==> config.mk <==
export PLATFORM = sky130hd
export DESIGN_NAME = calc_seq_flat
export DESIGN_NICKNAME = d
export VERILOG_FILES = /design/src/rtl/calc_seq_if.sv /design/src/rtl/calc_seq.sv /design/src/flat_wrapper.sv
export SDC_FILE = /design/constraint.sdc
export NUM_CORES = 1
export LEC_CHECK = 0
export CORE_MARGIN = 5
export CORE_UTILIZATION = 35
export CTS_CLUSTER_DIAMETER = 150
export DETAILED_ROUTE_END_ITERATION = 8
export PLACE_DENSITY = 0.71
export SYNTH_ARGS = -nofsm -noshare
export SYNTH_HDL_FRONTEND = slang
export SYNTH_SLANG_ARGS = --single-unit
==> constraint.sdc <==
create_clock -name IN_clk -period 1.7 [get_ports IN_clk]
set_input_delay 0.34 -clock IN_clk [delete_from_list [all_inputs] [get_ports IN_clk]]
set_output_delay 0.34 -clock IN_clk [all_outputs]
set_load 0.1 [all_outputs]
==> src/rtl/calc_seq_if.sv <==
// Bus and ALU handshake bundle between calc_seq, the keypad entry block and the ALU.
// calc_seq connects through the master modport.
interface calc_seq_if;
    logic        OUT_wr;
    logic [7:0]  IN_SRCH;
    logic [7:0]  IN_SRCL;
    logic [7:0]  IN_DSTH;
    logic [7:0]  IN_DSTL;
    logic [7:0]  IN_ALU_OP;
    logic [7:0]  IN_ctrl;
    logic        OUT_alu_start;
    logic [15:0] OUT_alu_a;
    logic [15:0] OUT_alu_b;
    logic [3:0]  OUT_alu_op;
    logic        IN_alu_done;
    logic [15:0] IN_alu_result;
    logic        IN_alu_err;

    modport master (
        output OUT_wr, OUT_alu_start, OUT_alu_a, OUT_alu_b, OUT_alu_op,
        input  IN_SRCH, IN_SRCL, IN_DSTH, IN_DSTL, IN_ALU_OP, IN_ctrl,
        input  IN_alu_done, IN_alu_result, IN_alu_err
    );

    modport slave (
        input  OUT_wr, OUT_alu_start, OUT_alu_a, OUT_alu_b, OUT_alu_op,
        output IN_SRCH, IN_SRCL, IN_DSTH, IN_DSTL, IN_ALU_OP, IN_ctrl,
        output IN_alu_done, IN_alu_result, IN_alu_err
    );
endinterface

==> src/rtl/calc_seq.sv <==
// Polls the keypad entry bus, issues one ALU operation per rising "finish",
// and holds the result (or error) for the display path.
module calc_seq #(
    parameter int unsigned POLL_DIV = 16,
    parameter int unsigned TIMEOUT  = 255
) (
    input  logic        IN_clk,
    input  logic        IN_reset,
    calc_seq_if.master  bus,
    output logic [15:0] OUT_result,
    output logic        OUT_valid,
    output logic        OUT_err,
    output logic        OUT_busy
);
    localparam int unsigned PC_W = $clog2(POLL_DIV);
    localparam int unsigned WD_W = $clog2(TIMEOUT + 1);

    typedef enum logic [2:0] {
        ST_IDLE,
        ST_POLL,
        ST_SAMPLE,
        ST_ISSUE,
        ST_WAIT
    } state_t;

    state_t      state, state_nxt;
    logic [PC_W-1:0] poll_cnt, poll_nxt;
    logic [WD_W-1:0] wd_cnt, wd_nxt;
    logic [15:0] a_q, a_nxt, b_q, b_nxt;
    logic [3:0]  op_q, op_nxt;
    logic        prev_fin, prev_fin_nxt;
    logic        wr_q, wr_nxt;
    logic [15:0] result_q, result_nxt;
    logic        valid_q, valid_nxt;
    logic        err_q, err_nxt;

    logic        fin;
    logic [3:0]  op_in;
    logic        op_ok;
    logic        unused_bits;

    assign fin         = bus.IN_ctrl[7];
    assign op_in       = bus.IN_ALU_OP[3:0];
    assign op_ok       = (op_in >= 4'hA) && (op_in <= 4'hE);
    assign unused_bits = ^{bus.IN_ALU_OP[7:4], bus.IN_ctrl[6:0]};

    always_ff @(posedge IN_clk or negedge IN_reset) begin
        if (!IN_reset) begin
            state    <= ST_IDLE;
            poll_cnt <= '0;
            wd_cnt   <= '0;
            a_q      <= '0;
            b_q      <= '0;
            op_q     <= '0;
            prev_fin <= 1'b0;
            wr_q     <= 1'b0;
            result_q <= '0;
            valid_q  <= 1'b0;
            err_q    <= 1'b0;
        end else begin
            state    <= state_nxt;
            poll_cnt <= poll_nxt;
            wd_cnt   <= wd_nxt;
            a_q      <= a_nxt;
            b_q      <= b_nxt;
            op_q     <= op_nxt;
            prev_fin <= prev_fin_nxt;
            wr_q     <= wr_nxt;
            result_q <= result_nxt;
            valid_q  <= valid_nxt;
            err_q    <= err_nxt;
        end
    end

    always_comb begin
        state_nxt    = state;
        poll_nxt     = poll_cnt;
        wd_nxt       = wd_cnt;
        a_nxt        = a_q;
        b_nxt        = b_q;
        op_nxt       = op_q;
        prev_fin_nxt = prev_fin;
        result_nxt   = result_q;
        valid_nxt    = valid_q;
        err_nxt      = err_q;

        case (state)
            ST_IDLE: begin
                // Counter is left at zero on exit, so each IDLE visit restarts the poll period.
                if (poll_cnt == PC_W'(POLL_DIV - 1)) begin
                    poll_nxt  = '0;
                    state_nxt = ST_POLL;
                end else begin
                    poll_nxt = poll_cnt + PC_W'(1);
                end
            end
            ST_POLL: state_nxt = ST_SAMPLE;
            ST_SAMPLE: begin
                a_nxt        = {bus.IN_SRCH, bus.IN_SRCL};
                b_nxt        = {bus.IN_DSTH, bus.IN_DSTL};
                op_nxt       = op_in;
                prev_fin_nxt = fin;
                state_nxt    = ST_IDLE;
                if (fin && !prev_fin) begin
                    if (op_ok) begin
                        state_nxt = ST_ISSUE;
                    end else begin
                        err_nxt   = 1'b1;
                        valid_nxt = 1'b1;
                    end
                end else if (!fin) begin
                    err_nxt   = 1'b0;
                    valid_nxt = 1'b0;
                end
            end
            ST_ISSUE: begin
                wd_nxt    = '0;
                state_nxt = ST_WAIT;
            end
            ST_WAIT: begin
                // Done is checked first so a completion in the final cycle still wins.
                if (bus.IN_alu_done) begin
                    result_nxt = bus.IN_alu_result;
                    err_nxt    = bus.IN_alu_err;
                    valid_nxt  = 1'b1;
                    state_nxt  = ST_IDLE;
                end else if (wd_cnt == WD_W'(TIMEOUT - 1)) begin
                    err_nxt   = 1'b1;
                    valid_nxt = 1'b1;
                    state_nxt = ST_IDLE;
                end else begin
                    wd_nxt = wd_cnt + WD_W'(1);
                end
            end
            default: state_nxt = ST_IDLE;
        endcase

        wr_nxt = (state_nxt == ST_POLL) || (state_nxt == ST_SAMPLE);
    end

    assign bus.OUT_wr        = wr_q;
    assign bus.OUT_alu_start = (state == ST_ISSUE);
    assign bus.OUT_alu_a     = a_q;
    assign bus.OUT_alu_b     = b_q;
    assign bus.OUT_alu_op    = op_q;

    assign OUT_result = result_q;
    assign OUT_valid  = valid_q;
    assign OUT_err    = err_q;
    assign OUT_busy   = (state == ST_ISSUE) || (state == ST_WAIT);
endmodule

==> src/flat_wrapper.sv <==
// flat-port wrapper written by rule: the top's interface ports become plain ports
module calc_seq_flat 
#(
    parameter int unsigned POLL_DIV = 16,
    parameter int unsigned TIMEOUT  = 255
)
  (IN_clk, IN_reset, OUT_result, OUT_valid, OUT_err, OUT_busy, bus_OUT_wr, bus_OUT_alu_start, bus_OUT_alu_a, bus_OUT_alu_b, bus_OUT_alu_op, bus_IN_SRCH, bus_IN_SRCL, bus_IN_DSTH, bus_IN_DSTL, bus_IN_ALU_OP, bus_IN_ctrl, bus_IN_alu_done, bus_IN_alu_result, bus_IN_alu_err);
  calc_seq_if bus_i ();
  input  logic IN_clk;
  input  logic IN_reset;
  output logic [15:0] OUT_result;
  output logic OUT_valid;
  output logic OUT_err;
  output logic OUT_busy;
  output wire logic [$bits(bus_i.OUT_wr)-1:0] bus_OUT_wr;
  output wire logic [$bits(bus_i.OUT_alu_start)-1:0] bus_OUT_alu_start;
  output wire logic [$bits(bus_i.OUT_alu_a)-1:0] bus_OUT_alu_a;
  output wire logic [$bits(bus_i.OUT_alu_b)-1:0] bus_OUT_alu_b;
  output wire logic [$bits(bus_i.OUT_alu_op)-1:0] bus_OUT_alu_op;
  input wire logic [$bits(bus_i.IN_SRCH)-1:0] bus_IN_SRCH;
  input wire logic [$bits(bus_i.IN_SRCL)-1:0] bus_IN_SRCL;
  input wire logic [$bits(bus_i.IN_DSTH)-1:0] bus_IN_DSTH;
  input wire logic [$bits(bus_i.IN_DSTL)-1:0] bus_IN_DSTL;
  input wire logic [$bits(bus_i.IN_ALU_OP)-1:0] bus_IN_ALU_OP;
  input wire logic [$bits(bus_i.IN_ctrl)-1:0] bus_IN_ctrl;
  input wire logic [$bits(bus_i.IN_alu_done)-1:0] bus_IN_alu_done;
  input wire logic [$bits(bus_i.IN_alu_result)-1:0] bus_IN_alu_result;
  input wire logic [$bits(bus_i.IN_alu_err)-1:0] bus_IN_alu_err;
  assign bus_OUT_wr = bus_i.OUT_wr;
  assign bus_OUT_alu_start = bus_i.OUT_alu_start;
  assign bus_OUT_alu_a = bus_i.OUT_alu_a;
  assign bus_OUT_alu_b = bus_i.OUT_alu_b;
  assign bus_OUT_alu_op = bus_i.OUT_alu_op;
  assign bus_i.IN_SRCH = bus_IN_SRCH;
  assign bus_i.IN_SRCL = bus_IN_SRCL;
  assign bus_i.IN_DSTH = bus_IN_DSTH;
  assign bus_i.IN_DSTL = bus_IN_DSTL;
  assign bus_i.IN_ALU_OP = bus_IN_ALU_OP;
  assign bus_i.IN_ctrl = bus_IN_ctrl;
  assign bus_i.IN_alu_done = bus_IN_alu_done;
  assign bus_i.IN_alu_result = bus_IN_alu_result;
  assign bus_i.IN_alu_err = bus_IN_alu_err;
  calc_seq #(.POLL_DIV(POLL_DIV), .TIMEOUT(TIMEOUT)) u_core (.IN_clk(IN_clk), .IN_reset(IN_reset), .bus(bus_i), .OUT_result(OUT_result), .OUT_valid(OUT_valid), .OUT_err(OUT_err), .OUT_busy(OUT_busy));
endmodule
==> impl_metrics.py <==
metrics = {
    "synthesis": {
        "syn_inst": 203,
        "synth-simple-area-share": 0.0692,
        "yosysSeqAreaShare": 0.610,
        "synth-edff-count": 0,
        "yosys_warnings": 0,
        "synth.ff_latch_count": 71,
        "synth_area_per_cell_um2": 14.3,
        "synth_fa_ha_area_frac": 0.0129,
        "synthMuxAreaShare": 0.220,
        "synth_top_family_by_area": "multiplexers",
        "ys_async_sr_fraction": 1.00,
        "synth_compound_area_frac": 0.0597,
        "ys.flop_type": "dfrtp_1",
        "yosysUniqueCellTypes": 35,
        "synth_xor_area_frac": 0.00301,
        "synth.cell_area_mm2": 0.00291,
        "postSynthNetCount": 274,
    },
    "final_layout": {
        "syn2layout_area_growth_pct": 83.8,
        "diodes": 0,
        "fillCellCount": 579,
        "seqCellArea_mm2": 0.00178,
        "utilization": 0.655,
        "drive_gt1_frac": 0.522,
        "layout.nets": 431,
        "stdcell_area_mm2": 0.00535,
        "multi_input_area_mm2": 0.00117,
    },
    "hold_path": {
        "hp-class": "in2async",
    },
    "sta": {
        "clock_skew_ns": 0.0108,
        "setup_ws_ns": -0.0788,
        "finalMaxSlewViolations": 0,
        "worst_pin_slew_ns": 0.534,
        "setup_viol": 22,
        "max_freq_mhz": 562,
        "rsz0062_at_grt": "true",
        "hold_viol": 0,
        "holdWs_ns": 0.0124,
        "slew_headroom": 0.644,
        "min_period_over_period": 1.05,
        "fin_crit_ns": 1.78,
    },
    "drt": {
        "dr.pass1.iters": 4,
        "routed_via_density": 4.75,
        "ant_nets": 0,
        "drt_wl_total_um": 7560,
        "drc": 0,
        "wl_per_cell_um": 16.1,
        "drtIter0Drc": 37,
        "dr_total_vias": 2227,
    },
    "die": {
        "die-area_mm2": 0.0102,
        "die_h_um": 101,
        "dieWidth_um": 101,
        "io-pin-count": 125,
        "core.rowCount": 33,
        "start_util": 0.356,
        "core_area_mm2": 0.00818,
    },
    "grt": {
        "grt_pass1_vias": 2313,
        "grt_pass1_wl_um": 11700,
        "grt-ovfl-total": 0,
        "groute.usage.overall": 0.146,
        "grt_max_degree": 43,
        "antenna_found_initial": 0,
    },
    "setup_path": {
        "regToRegSetupSlack_ns": -0.06,
        "start_kind": "register",
        "cp.arrival_ns": 1.44,
        "critPathTopFamily": "simple AND/OR/NAND/NOR gates",
        "crit_required_ns": 1.36,
        "critPathMaxStageDelay_ns": 0.44,
        "ff2ff_path_depth": 5,
        "crit_fanout": 5,
        "end_kind": "output pin",
        "r2r-end": "u_core.wd_cnt[5]",
        "worst-path-buf-inv": 1,
        "regToRegStartpoint": "u_core.state[0]",
        "worst-setup-path-type": "reg2out",
        "slowest_stage": "dfrtp_2",
        "path_cells": "or3b_4, nand2_4, buf_12",
    },
    "placement": {
        "pre_cts_slack_ns": -0.274,
        "hpwl_um": 5530,
        "io_buffers": 113,
        "placed_area_mm2": 0.00492,
        "gp_congestion": 0.788,
    },
    "run": {
        "maxCapViolations": 0,
    },
    "run_status": {
        "violations": "negative setup slack",
        "status": "finished with violations",
    },
    "clocking": {
        "cts_tree": "yes",
        "ctsHtreeMaxLevel": 3,
        "cts_hold_buf": 0,
        "cts_root_buffer": "clkbuf_8",
        "numCtsBuffers": 9,
        "cts_buffer_depth": 2,
        "cts.sinks": 71,
        "cts.clk_slew.worst_paths_ns": 0.08,
        "clk_latency_ns": 0.35,
    },
}
registers in the layout, summed over array words and instances (netlist names):
name,cells
u_core.OUT_result,16
u_core.bus.OUT_alu_a,16
u_core.bus.OUT_alu_b,16
u_core.wd_cnt,8
u_core.bus.OUT_alu_op,4
u_core.poll_cnt,4
u_core.state,3
u_core.OUT_err,1
u_core.OUT_valid,1
u_core.bus.OUT_wr,1
u_core.prev_fin,1
cell families after synthesis:
family	count (synthesis)
fa+ha+maj	3
compound gates	27
mux	57
xor+xnor	1
flops	71
buf+inv	12
simple gates	32
cells in the mapped netlist (3+ instances only):
cell | number | area share
nand3_1 | 6 | 0.010
nand4_1 | 3 | 0.0064
ha_1 | 3 | 0.013
o21ai_0 | 8 | 0.014
mux2_2 | 57 | 0.22
inv_1 | 5 | 0.0064
buf_4 | 3 | 0.0077
nand2_1 | 7 | 0.0090
or3_1 | 3 | 0.0064
a21oi_1 | 7 | 0.012
dfrtp_1 | 71 | 0.61
area by class of cell:
class                           instances  area share
Tap cell                              105      0.0245
Clock inverter                          5      0.0157
Multi-Input combinational cell        120       0.219
Sequential cell                        71       0.332
Clock buffer                           10      0.0238
Inverter                                5     0.00421
Timing Repair Buffer                  153       0.380
metal layers:
layer | wire length (um) | up-vias | GRT usage
met5 | 0 | - | 0
met4 | 68 | 0 | 0.0399
met3 | 467 | 7 | 0.0420
met2 | 3940 | 64 | 0.249
met1 | 3090 | 1106 | 0.181
li1 | - | 1050 | -
worst register-to-register path: cells and delay by family (launching register included):
kind            cells  cell delay, ns
simple gates        2            0.84
flops               1            0.44
compound gates      2            0.29
buf+inv             1            0.13
per-stage QoR:
stage | TNS [ns] | instances
finish | -0.772 | 469
global route | -2.53 | 469
CTS | -0.820 | 463
detailed placement | -1.96 | 441
global placement | -1.75 | 441
floorplan | 0 | 203
placed cells by master, fill, tap and decap left out, types with 3 or more instances in the layout:
| cell | n |
|---|---|
| dfrtp_1 | 70 |
| buf_12 | 58 |
| mux2_2 | 57 |
| clkdlybuf4s50_1 | 55 |
| buf_4 | 32 |
| clkbuf_8 | 9 |
| o21ai_0 | 7 |
| buf_6 | 7 |
| nand3_1 | 5 |
| nand2_1 | 5 |
| inv_1 | 4 |
| a21oi_2 | 4 |
| clkinvlp_4 | 3 |
| nand4_1 | 3 |
| a21oi_1 | 3 |
worst max-delay path by stage:
stage / start / end / slack [ns] / cells past startpoint
6_report: u_core.state[0] / OUT_busy / -0.08 / 3
5_1_grt: u_core.state[0] / bus_OUT_alu_start / -0.13 / 5
4_1_cts: u_core.state[0] / OUT_busy / -0.09 / 3
3_5_place_dp: bus_IN_ALU_OP[1] / u_core.OUT_err / -0.27 / 6
3_3_place_gp: bus_IN_ALU_OP[1] / u_core.OUT_valid / -0.28 / 6
2_1_floorplan: u_core.state[1] / u_core.OUT_result[10] / 0.01 / 4
what timing repair did:
item / CTS / global route
buffers inserted: 7 / 6
resized for setup: 14 / 16
pin swaps: 8 / 5
endpoints found under the setup margin: 7 / 26
Power is not shown: default switching activity piles up to over one toggle a cycle in this logic, so the estimate is an artifact.
